`config.mk`:
```
export PLATFORM = sky130hd
export DESIGN_NAME = grf_wb_arbiter
export DESIGN_NICKNAME = d
export VERILOG_FILES = /design/src/rtl/mips_pkg.sv /design/src/rtl/wb_fifo.sv /design/src/rtl/grf_wb_arbiter.sv
export SDC_FILE = /design/constraint.sdc
export NUM_CORES = 1
export LEC_CHECK = 0
export ABC_AREA = 1
export BUFFER_PORTS_ARGS = -buffer_cell sky130_fd_sc_hd__buf_2
export CAP_MARGIN = 25
export CORE_ASPECT_RATIO = 0.6
export CORE_MARGIN = 2
export CORE_UTILIZATION = 60
export CTS_BUF_LIST = sky130_fd_sc_hd__clkbuf_2
export CTS_CLUSTER_SIZE = 8
export DETAILED_ROUTE_END_ITERATION = 10
export GPL_ROUTABILITY_DRIVEN = 0
export PLACE_DENSITY = 0.95
export SLEW_MARGIN = 10
export SYNTH_ARGS = -nofsm -noshare
export SYNTH_HDL_FRONTEND = slang
export SYNTH_SLANG_ARGS = --single-unit
```
`constraint.sdc`:
```
create_clock -name clk -period 9.38 [get_ports clk]
set_clock_uncertainty 0.1 [all_clocks]
set_input_delay 1.407 -clock clk [delete_from_list [all_inputs] [get_ports clk]]
set_output_delay 1.407 -clock clk [all_outputs]
set_load 0.01 [all_outputs]
```
`src/rtl/mips_pkg.sv`:
```
// mips_pkg: shared widths and the write-back request record.
package mips_pkg;
  localparam int REG_W = 5;
  localparam int DATA_W = 32;
  typedef struct packed {
    logic [31:0] pc;
    logic [REG_W-1:0] rd;
    logic [DATA_W-1:0] data;
  } wb_req_t;
endpackage

```
`src/rtl/wb_fifo.sv`:
```
// wb_fifo: sync FIFO of MDU write-back requests with per-entry register match vectors.
module wb_fifo
  import mips_pkg::*;
#(
  parameter int DEPTH = 2
) (
  input  logic                     clk,
  input  logic                     reset,
  input  logic                     push,
  input  logic                     pop,
  input  wb_req_t                  din,
  output wb_req_t                  head,
  output logic [$clog2(DEPTH):0]   count,
  input  logic [REG_W-1:0]         q_reg1,
  input  logic [REG_W-1:0]         q_reg2,
  output logic [DEPTH-1:0]         hit1,
  output logic [DEPTH-1:0]         hit2
);
  localparam int AW = $clog2(DEPTH);
  localparam int CW = AW + 1;
  wb_req_t mem [DEPTH];
  logic [DEPTH-1:0] vld;
  logic [AW-1:0] wp, rp;
  always_ff @(posedge clk) begin
    if (reset) begin
      wp <= '0;
      rp <= '0;
      vld <= '0;
      count <= '0;
    end else begin
      if (push) begin
        vld[wp] <= 1'b1;
        wp <= wp + 1'b1;
      end
      if (pop) begin
        vld[rp] <= 1'b0;
        rp <= rp + 1'b1;
      end
      count <= count + CW'(push) - CW'(pop);
    end
  end
  always_ff @(posedge clk) if (push) mem[wp] <= din;
  assign head = mem[rp];
  // Valid bits track occupancy per slot so stale data never raises a match.
  for (genvar g = 0; g < DEPTH; g++) begin : g_hit
    assign hit1[g] = vld[g] && mem[g].rd == q_reg1;
    assign hit2[g] = vld[g] && mem[g].rd == q_reg2;
  end
endmodule

```
`src/rtl/grf_wb_arbiter.sv`:
```
// grf_wb_arbiter: merges W-stage and MDU results onto the single GRF write port.
module grf_wb_arbiter
  import mips_pkg::*;
#(
  parameter int DEPTH = 2
) (
  input  logic              clk,
  input  logic              reset,
  input  logic              p_valid,
  input  logic [31:0]       p_pc,
  input  logic [REG_W-1:0]  p_reg,
  input  logic [DATA_W-1:0] p_data,
  input  logic              m_valid,
  output logic              m_ready,
  input  logic [31:0]       m_pc,
  input  logic [REG_W-1:0]  m_reg,
  input  logic [DATA_W-1:0] m_data,
  input  logic [REG_W-1:0]  q_reg1,
  input  logic [REG_W-1:0]  q_reg2,
  output logic              q_busy1,
  output logic              q_busy2,
  output logic              grf_wen,
  output logic [REG_W-1:0]  grf_wreg,
  output logic [DATA_W-1:0] grf_wd,
  output logic [31:0]       grf_wpc
);
  localparam int CW = $clog2(DEPTH) + 1;
  localparam logic [CW-1:0] FULL = CW'(DEPTH);
  logic [CW-1:0] count;
  logic [DEPTH-1:0] hit1, hit2;
  logic accept, queued, push, pop;
  wb_req_t head, m_req;
  assign m_req = '{pc: m_pc, rd: m_reg, data: m_data};
  assign m_ready = count != FULL;
  assign accept = m_valid && m_ready;
  assign queued = count != '0;
  assign pop = !p_valid && queued;
  // An accept only queues when it cannot go straight to the output regs.
  assign push = accept && (p_valid || queued);
  assign q_busy1 = q_reg1 != '0 && (|hit1 || (accept && m_reg == q_reg1));
  assign q_busy2 = q_reg2 != '0 && (|hit2 || (accept && m_reg == q_reg2));
  wb_fifo #(.DEPTH(DEPTH)) u_fifo (
    .clk(clk), .reset(reset), .push(push), .pop(pop), .din(m_req), .head(head),
    .count(count), .q_reg1(q_reg1), .q_reg2(q_reg2), .hit1(hit1), .hit2(hit2)
  );
  always_ff @(posedge clk) begin
    if (reset) begin
      grf_wen <= 1'b0;
      grf_wreg <= '0;
      grf_wd <= '0;
      grf_wpc <= '0;
    end else if (p_valid) begin
      grf_wen <= 1'b1;
      grf_wreg <= p_reg;
      grf_wd <= p_data;
      grf_wpc <= p_pc;
    end else if (queued) begin
      grf_wen <= 1'b1;
      grf_wreg <= head.rd;
      grf_wd <= head.data;
      grf_wpc <= head.pc;
    end else if (accept) begin
      grf_wen <= 1'b1;
      grf_wreg <= m_reg;
      grf_wd <= m_data;
      grf_wpc <= m_pc;
    end else begin
      grf_wen <= 1'b0;
    end
  end
endmodule

```
# [Word-level counts from Yosys, hierarchy flattened]
# Memories as Yosys holds them, arrays and structs flattened. A register that Yosys moved wholly into a read port is not among the register bits.
# Cells that the tools add are included.
[classes] add_sub_neg=4 magnitude_cmp=4 n_eq_ne=7 muxes=23 n_bitwise=3 n_reduce_logical=23
[op_table] op="$mux 32" n=6
[op_table] op="$eq 5x5->1" n=6
[op_table] op="$mux 5" n=3
[op_table] op="$logic_and 1x1->1" n=13
[op_table] op="$reduce_bool 5->1" n=2
[op_table] op="$mux 1" n=9
[op_table] op="$mux 2" n=3
[op_table] op="$lt 1x2->1 const B" n=2
[op_table] op="$reduce_or 2->1" n=2
[op_table] op="$logic_or 1x1->1" n=3
[op_table] op="$reduce_bool 3->1" n=1
[op_table] op="$add 1x1->1 const B" n=2
[op_table] op="$add 2x1->2" n=1
[op_table] op="$and 2x2->2" n=1
[op_table] op="$demux 1 s1" n=2
[op_table] op="$ge 1x1->1 const B" n=2
[op_table] op="$ne 2x2->1 const B" n=1
[op_table] op="$not 2->2" n=1
[op_table] op="$or 2x2->2" n=1
[op_table] op="$reduce_bool 2->1" n=1
[op_table] op="$sub 2x1->2" n=1
[op_table] op="$logic_not 1->1" n=1
[word_totals] regBits=76 ram_bits=138 input_bits=152 output_inout_bits=73 word_cells=73 memories=1
[mem_list] memory="u_fifo.mem" words=2 word_bits=69 read_ports=3 rd_ports_with_merged_regs=1 write_ports=1 line_no="wb_fifo.sv:21" source="wb_req_t mem [DEPTH];"

# [Longest topological paths before layout]
# Gate-level depths: netlist (run 1).
[depth] word_depth=9 depth_mapped=9 depth_no_buf=8

# [Hierarchy]
# From an unflattened synthesis (run 1), not the netlist that was laid out.
[hier_totals] hier_cells=1052 hier_area_um2=9933.3
[modules_own_cells] mod="wb_fifo" n_inst=1 cells_per_inst=345 area_per_inst_um2=5796.8 seq_area_each_um2=4284.1
[modules_own_cells] mod="grf_wb_arbiter" n_inst=1 cells_per_inst=707 area_per_inst_um2=4136.5 seq_area_each_um2=1401.3

# [Least setup slack after synthesis (run 1)]
# OpenSTA, ideal clock, no wires.
[synth_path] kind="input-to-reg" startpoint="input p_valid" endpoint="memory u_fifo.mem[0][0] (netlist bit) (enable)" setup_ps=498 arrival_ps=4665 required_time_ps=8782 path_slack_ps=4117 stages=5 n_path_buf=1 path_cell_list="buf_6 > inv_1 > nand2_1 > nand3_1 > nor2_1"
[synth_via] elab_chain_cells=4
[synth_lines] item="start, declared" line_no="grf_wb_arbiter.sv:9" source="input logic p_valid,"
[synth_lines] item="$logic_or 1x1->1" line_no="grf_wb_arbiter.sv:39" source="assign push = accept && (p_valid || queued);"
[synth_lines] item="$logic_and 1x1->1" line_no="grf_wb_arbiter.sv:39"
[synth_lines] item="$mux 1" line_no="wb_fifo.sv:42" source="always_ff @(posedge clk) if (push) mem[wp] <= din;"
[synth_lines] item="$mux 1 (not written as such)" line_no="wb_fifo.sv:42"
[synth_lines] item="end, declared" line_no="wb_fifo.sv:21"
# Every way passes these cells.

# [Worst setup path after layout (run 1)]
[layout_path] startpoint="input q_reg1[4]" endpoint="output q_busy1"
[layout_via] elab_chain_cells=5 word_cells_on_any_way=10 classes_between="3 x eq/ne; 7 x reduce/logical"
[layout_lines] item="start, declared" line_no="grf_wb_arbiter.sv:18" source="input logic [REG_W-1:0] q_reg1,"
[layout_lines] item="$eq 5x5->1" line_no="wb_fifo.sv:46" source="assign hit1[g] = vld[g] && mem[g].rd == q_reg1;"
[layout_lines] item="$logic_and 1x1->1" line_no="wb_fifo.sv:46"
[layout_lines] item="$reduce_or 2->1" line_no="grf_wb_arbiter.sv:40" source="assign q_busy1 = q_reg1 != '0 && (|hit1 || (accept && m_reg == q_reg1));"
[layout_lines] item="$logic_or 1x1->1" line_no="grf_wb_arbiter.sv:40"
[layout_lines] item="$logic_and 1x1->1 (*)" line_no="grf_wb_arbiter.sv:40"
[layout_lines] item="end, declared" line_no="grf_wb_arbiter.sv:20" source="output logic q_busy1,"
# Mark *: on every way between the ends. The rest lies on a longest branch, timed or not.

==> results of run 1 <==
## worst reg2reg max path, delay by kind of cell, from the launching register on
kind                   cells  cell delay, ps
buffers and inverters      1             600
flip-flops                 1             380
AND/OR/NAND/NOR            4            1180
## sequential cells by signal, summed over array words and instances, names as in the netlist, named ones only
name and count:
u_fifo.count 2, u_fifo.vld 2, grf_wreg 5, grf_wd 32
u_fifo.wp 1, u_fifo.rp 1, grf_wpc 32, grf_wen 1
u_fifo.mem 138
## worst paths after layout
path / startpoint / endpoint / slack (ps) / cells after the start
setup / recovery: q_reg1[4] / q_busy1 / 5490 / 10
hold / removal: grf_wd[10] / grf_wd[10] / 390 / 2
setup reg to reg: u_fifo.count[1] / u_fifo.mem[0][8] / 6730 / 5
hold reg to reg: grf_wd[10] / grf_wd[10] / 390 / 2
## through the flow
stage / utilization [%] / cell area [µm²] / power [mW] / instances
2_1_floorplan: - / 9500 / 1.80 / 1089
3_3_place_gp: 68.9 / 10600 / 1.99 / 1460
3_5_place_dp: 69.1 / 10600 / 2.03 / 1461
4_1_cts: 71.7 / 11000 / 2.56 / 1545
5_1_grt: 72.0 / 11100 / 2.74 / 1547
6_report: 72.0 / 11100 / 2.57 / 1547
## layout by cell type, fill, tap and decap left out
cell / synthesis / routed
buf_16: 0 / 2
ha_1: 2 / 2
dfxtp_1: 77 / 76
o21ai_1: 6 / 6
nand2_1: 375 / 375
clkinv_1: 0 / 17
clkbuf_2: 0 / 66
edfxtp_1: 138 / 138
nand3_1: 85 / 85
o21ai_0: 131 / 131
a31oi_1: 32 / 32
o21ba_2: 1 / 1
nand2_4: 1 / 1
a21oi_1: 41 / 41
nor3_1: 2 / 2
buf_4: 6 / 6
buf_2: 23 / 224
inv_2: 2 / 5
buf_12: 0 / 1
xnor2_1: 1 / 1
nor2_1: 26 / 25
dfxtp_4: 0 / 1
nor2_4: 2 / 3
inv_1: 105 / 103
## cell families after synthesis
group | Yosys count | synth area share [%]
compound gates | 211 | 11.6
simple gates | 491 | 20.8
flops | 215 | 59.8
fa+ha+maj | 2 | 0.263
buf+inv | 169 | 7.45
xor+xnor | 1 | 0.0922
## layout make-up
cell class	count	area (µm²)	area share, %
flip-flops and latches	215	5690	51.3
inverters	107	402	3.62
multi-input cells	705	3120	28.1
repair buffers	233	1240	11.2
well taps	203	254	2.29
clock buffers	66	330	2.98
clock inverters	18	67.6	0.609
## routing by layer
layer	share of wire [%]	global-route usage [%]	up-vias
li1	-	-	4066
met5	0	0	-
met3	12	7.39	34
met4	1.1	8.16	0
met2	44	42.9	515
met1	42	38.3	3856
## power by group through the flow
stage	logic (mW)	registers, mW	clock network, mW
floorplan	0.480	1.32	0
global placement	0.691	1.30	0
detailed placement	0.720	1.31	0
CTS	0.725	1.29	0.548
global route	0.830	1.31	0.599
finish	0.737	1.29	0.538
==> out/metrics.cfg, run 1 <==
[status]
status = completed

[synth]
synthFlopType = edfxtp_1
synth_fp_nets = 1243
yosysMostFrequentCell = nand2_1
synth_area_mm2 = 0.00950
synth_top_area_share_pct = 43.6
synth_edf_count = 138
synth-seq-cells = 215
synthArstFlopShare_pct = 0
netlist_top_cells_area = edfxtp_1 44%, dfxtp_1 16%, nand2_1 15%, o21ai_0 6.9%, nand3_1 4.5%
yosysUniqueCellTypes = 22
synth_area_leader_cell = edfxtp_1
postSynthCellCount = 1089
syn_avg_cell_area_um2 = 8.73
synth_warnings = 0
ys_seq_area_share_pct = 59.8
ys_top_cells_by_count = 375 x nand2_1, 138 x edfxtp_1, 131 x o21ai_0

[floorplanning]
initial_core_util_pct = 61.6
die_y_um = 101
io_pins = 225
row_count = 35
core_area_mm2 = 0.0154
dieArea_mm2 = 0.0169
die_x_um = 166

[place]
io_buffers = 224
pre_cts_slack_ps = 5000
dp_hpwl_um = 15100

[timing]
slew_headroom_pct = 31.4
slew_viol_final = 0
clock.fmax_mhz = 257
worst_slew_pin_slew_ps = 1030
rsz0062_at_grt = no
period_needed_ps = 3890
hold_slack_ps = 388
setup_viol = 0
period_share_pct = 41.4
finalSetupTns_ps = 0
finalWorstSetupSlack_ps = 5490
hold_viol = 0

[layout]
nNetsFinal = 1462
antenna_cells = 0
area_growth_pct = 16.8
n_fill_cell = 1159
drive_above_1_share_pct = 23.1

[global_routing]
grt_pass1_wl_um = 37500
grt_antenna_before_repair = 1
grt_max_degree = 105
globalRouteOverflowTotal = 0
grt_pass1_vias = 7847
grt_use_total_pct = 27.4

[pwr]
p_leak_nw = 5.02
pwr_density_cell_mw_per_mm2 = 231
pwr-share-clk_pct = 21.0
comb_power_share_pct = 28.7
p_int_mw = 1.64
power.share.switching_pct = 36.2
power_switching_mw = 0.928
p_seq_share_pct = 50.3
max-vdd-ir-drop_mv = 0.126

[drt]
drtIter0Drc = 851
ant_nets = 0
dr_total_vias = 8471
drt_first_pass_iters = 5
wirelength_um = 23500
vias_per_cell = 5.48
drc = 0
wl_per_cell_um = 15.2

[clock_tree]
cts-root-buf = clkbuf_2
post_cts_buffers = 0
clockBufferDepth = 3
path_clk_slew_ps = 110
clock-sinks = 215
cts_hold_buf = 0
cts_tree = built
clock_latency_ps = 700
htreeDepth = 2
cts_resized = 0
numCtsBuffers = 46

[worst_setup_path]
worst-setup-path-type = in2out
crit_path_top_delay_cell = nor2_1
cp-end-kind = output pin
crit_chain = buf_2, inv_1, nand2_1, nand2_1, nor2_1, nand3_1, nand3_1, nand2_1, inv_1, buf_2
cp_top_family = simple AND/OR/NAND/NOR gates
crit_path_start_kind = input pin
path_buf_inv = 4
cp_common_cell = nand2_1
arrival_ps = 2380
worstPathRequired_ps = 7870
critPathMaxStageDelay_ps = 170
cp_max_fo = 5

[run]
maxCapViolations = 0

[worst_hold_path]
hp-class = reg2reg

Power figures use the tool's default switching activity.
==> inputs of run 2 (changes only) <==
Settings changed: CORE_UTILIZATION 60 to 56, PLACE_DENSITY 0.95 to 0.94.
Clock period 9.38 ns to 3.8 ns, I/O delays scaled along.
==> out/metrics.cfg, run 2 (synthesized netlist as in run 1, its figures left out) <==
[status]
status = completed

[timing]
slew_viol_final = 0  ; unchanged
rsz0062_at_grt = no
setup_viol = 0  ; unchanged
finalWorstSetupSlack_ps = 1110  ; -4380 ps
period_share_pct = 70.7
hold_viol = 0  ; unchanged
slew_headroom_pct = 28.4  ; -3.0 points
finalSetupTns_ps = 0  ; unchanged
period_needed_ps = 2690
worst_slew_pin_slew_ps = 1070  ; +47.7 ps
clock.fmax_mhz = 372

[drt]
wirelength_um = 27500  ; +17%
ant_nets = 0  ; unchanged
route.met2.wl_um = 12800  ; +24%
vias_per_cell = 5.50  ; +0.39%
wl_met3_um = 3000  ; +3.8%
drt-met1-wl_um = 10900  ; +9.0%
top_layer_used = met4
drtIter0Drc = 909  ; +6.8%
wl_per_cell_um = 16.4  ; +8.4%
dr_total_vias = 9208  ; +8.7%
drt_first_pass_iters = 5  ; unchanged
drc = 0  ; unchanged

[place]
dp_hpwl_um = 15400  ; +1.6%
io_buffers = 224  ; unchanged
pre_cts_slack_ps = 1070  ; -3930 ps
placedInstanceArea_mm2 = 0.0107  ; +0.65%

[layout]
largest_register = u_fifo.mem
reg_top3 = u_fifo.mem: 138 flops, grf_wd: 32 flops, grf_wpc: 32 flops
area_growth_pct = 27.6
antenna_cells = 0  ; unchanged
finalInstanceArea_mm2 = 0.0121  ; +9.2%
n_fill_cell = 1150  ; -0.78%
nNetsFinal = 1563  ; +6.9%
final_cell_mix = 375 x nand2_1, 224 x buf_2, 138 x edfxtp_1, 131 x o21ai_0, 103 x inv_1
final_core_util_pct = 73.9  ; +1.9 points
final_common_cell = nand2_1
drive_above_1_share_pct = 22.7  ; -0.40 points
largest_reg_flops = 138  ; unchanged

[pwr]
p_leak_nw = 5.47  ; +8.8%
pwr-share-clk_pct = 21.7  ; +0.7 points
max-vdd-ir-drop_mv = 0.318  ; +150%
power.share.switching_pct = 36.6  ; +0.44 points
p_seq_share_pct = 48.8  ; -1.5 points
power_mw = 6.59  ; +160%
comb_power_share_pct = 29.5  ; +0.8 points
p_int_mw = 4.18  ; +150%
power_switching_mw = 2.41  ; +160%
pwr_density_cell_mw_per_mm2 = 543  ; +140%

[worst_setup_path]
crit_path_start_kind = input pin
r2r_slack_ps = 1430  ; -5300 ps
cp-end-kind = output pin
cp_max_fo = 5  ; unchanged
cp_common_cell = nand2_1
worst-setup-path-type = in2out
worstRegToRegCells = 6  ; +1
arrival_ps = 2020  ; -360 ps
crit_chain = dlygate4sd3_1, buf_2, inv_1, nand2_1, nand2_1, nor2_1, nand3_1, nand3_1, nand2_1, inv_1, buf_2
cp_top_family = buffers and inverters
crit_path_top_delay_cell = dlygate4sd3_1
critPathMaxStageDelay_ps = 550  ; +380 ps
worstPathRequired_ps = 3130  ; -4740 ps
worstReg2RegStart = u_fifo.count[1]
rr_endpoint = grf_wd[18]
cp-startpoint = m_reg[4]
path_buf_inv = 5  ; +1

[floorplanning]
die_x_um = 172  ; +3.4%
row_count = 36  ; +2.9%
die_y_um = 105  ; +3.4%
io_pins = 225  ; unchanged
initial_core_util_pct = 58.0  ; -3.7 points
dieArea_mm2 = 0.0181  ; +6.9%
core_area_mm2 = 0.0164  ; +6.4%

[global_routing]
grt_use_total_pct = 30.1  ; +2.6 points
grt_pass1_wl_um = 42700  ; +14%
grt_antenna_before_repair = 0  ; -1
grt_max_degree = 104  ; -0.95%
grt_pass1_vias = 8805  ; +12%
globalRouteOverflowTotal = 0  ; unchanged

[clock_tree]
htreeDepth = 2  ; unchanged
numCtsBuffers = 47  ; +2.2%
cts_tree = built
clock-sinks = 215  ; unchanged
clockBufferDepth = 3  ; unchanged
clock_latency_ps = 730  ; +30 ps
post_cts_buffers = 0  ; unchanged
cts-root-buf = clkbuf_2
path_clk_slew_ps = 100  ; about the same

[run]
maxCapViolations = 0  ; unchanged

[worst_hold_path]
hold_end = grf_wd[30]
hp-start = p_data[30]
whs_path_depth = 3  ; +1
hp-class = in2reg

[run 2: changes by cell type in the layout (fill, tap and decap cells not counted)]
| cell | delta |
|---|---|
| inv_2 | -1 |
| clkbuf_2 | +13 |
| buf_16 | -2 |
| clkinvlp_4 | +1 |
| clkinv_1 | -11 |
| buf_8 | +1 |
| dlygate4sd3_1 | +96 |
| clkinv_2 | +1 |
| buf_4 | +5 |
[run 2: tightest hold or removal path: cells and delay by family]
kind / cells / cell delay, ps
AO/OA/AOI/OAI: 1 / 80
buffers and inverters: 1 / 100
AND/OR/NAND/NOR: 1 / 50
[run 2: layer usage]
layer | vias to the layer above | track usage (%)
met1 | 4201 | 38.9
met4 | 0 | 12.5
met3 | 101 | 6.59
li1 | 4271 | -
met5 | - | 0
met2 | 635 | 49.2
[run 2: layout make-up]
type | count | area, µm² | share of cell area [%]
Sequential cell | 215 | 5690 | 46.9
Clock inverter | 8 | 35.0 | 0.289
Tap cell | 228 | 285 | 2.35
Clock buffer | 79 | 395 | 3.26
Inverter | 107 | 402 | 3.31
Multi-Input combinational cell | 705 | 3120 | 25.7
Timing Repair Buffer | 333 | 2200 | 18.1
[run 2: how the worst max path moves through the flow]
stage	end	slack, ps	cells past startpoint
after floorplan	u_fifo.mem[0][0]	540	5
after global placement	u_fifo.mem[1][67]	1140	8
after detailed placement	u_fifo.mem[1][3]	1070	8
after CTS	q_busy1	1170	11
after global routing	q_busy2	1020	11
final	q_busy2	1110	11
[run 2: stage by stage]
stage / std cells / hold slack, ps
finish: 1675 / 53.3
detailed placement: 1491 / 375
global route: 1675 / 31.1
CTS: 1673 / 0.905
floorplan: 1089 / 343
global placement: 1491 / 361
[run 2: repair_timing]
item,in CTS,in global routing
hold buffers,95,1
resized for setup,0,0
hold endpoints to repair,164,1
[run 2: power by group through the flow]
stage                     Combinational (mW)  Clock [mW]  Sequential, mW
after floorplan                         1.19           0            3.26
after global routing                    2.15        1.57            3.25
after CTS                               1.88        1.44            3.20
after global placement                  1.73           0            3.22
after detailed placement                1.80           0            3.25
final                                   1.94        1.43            3.21
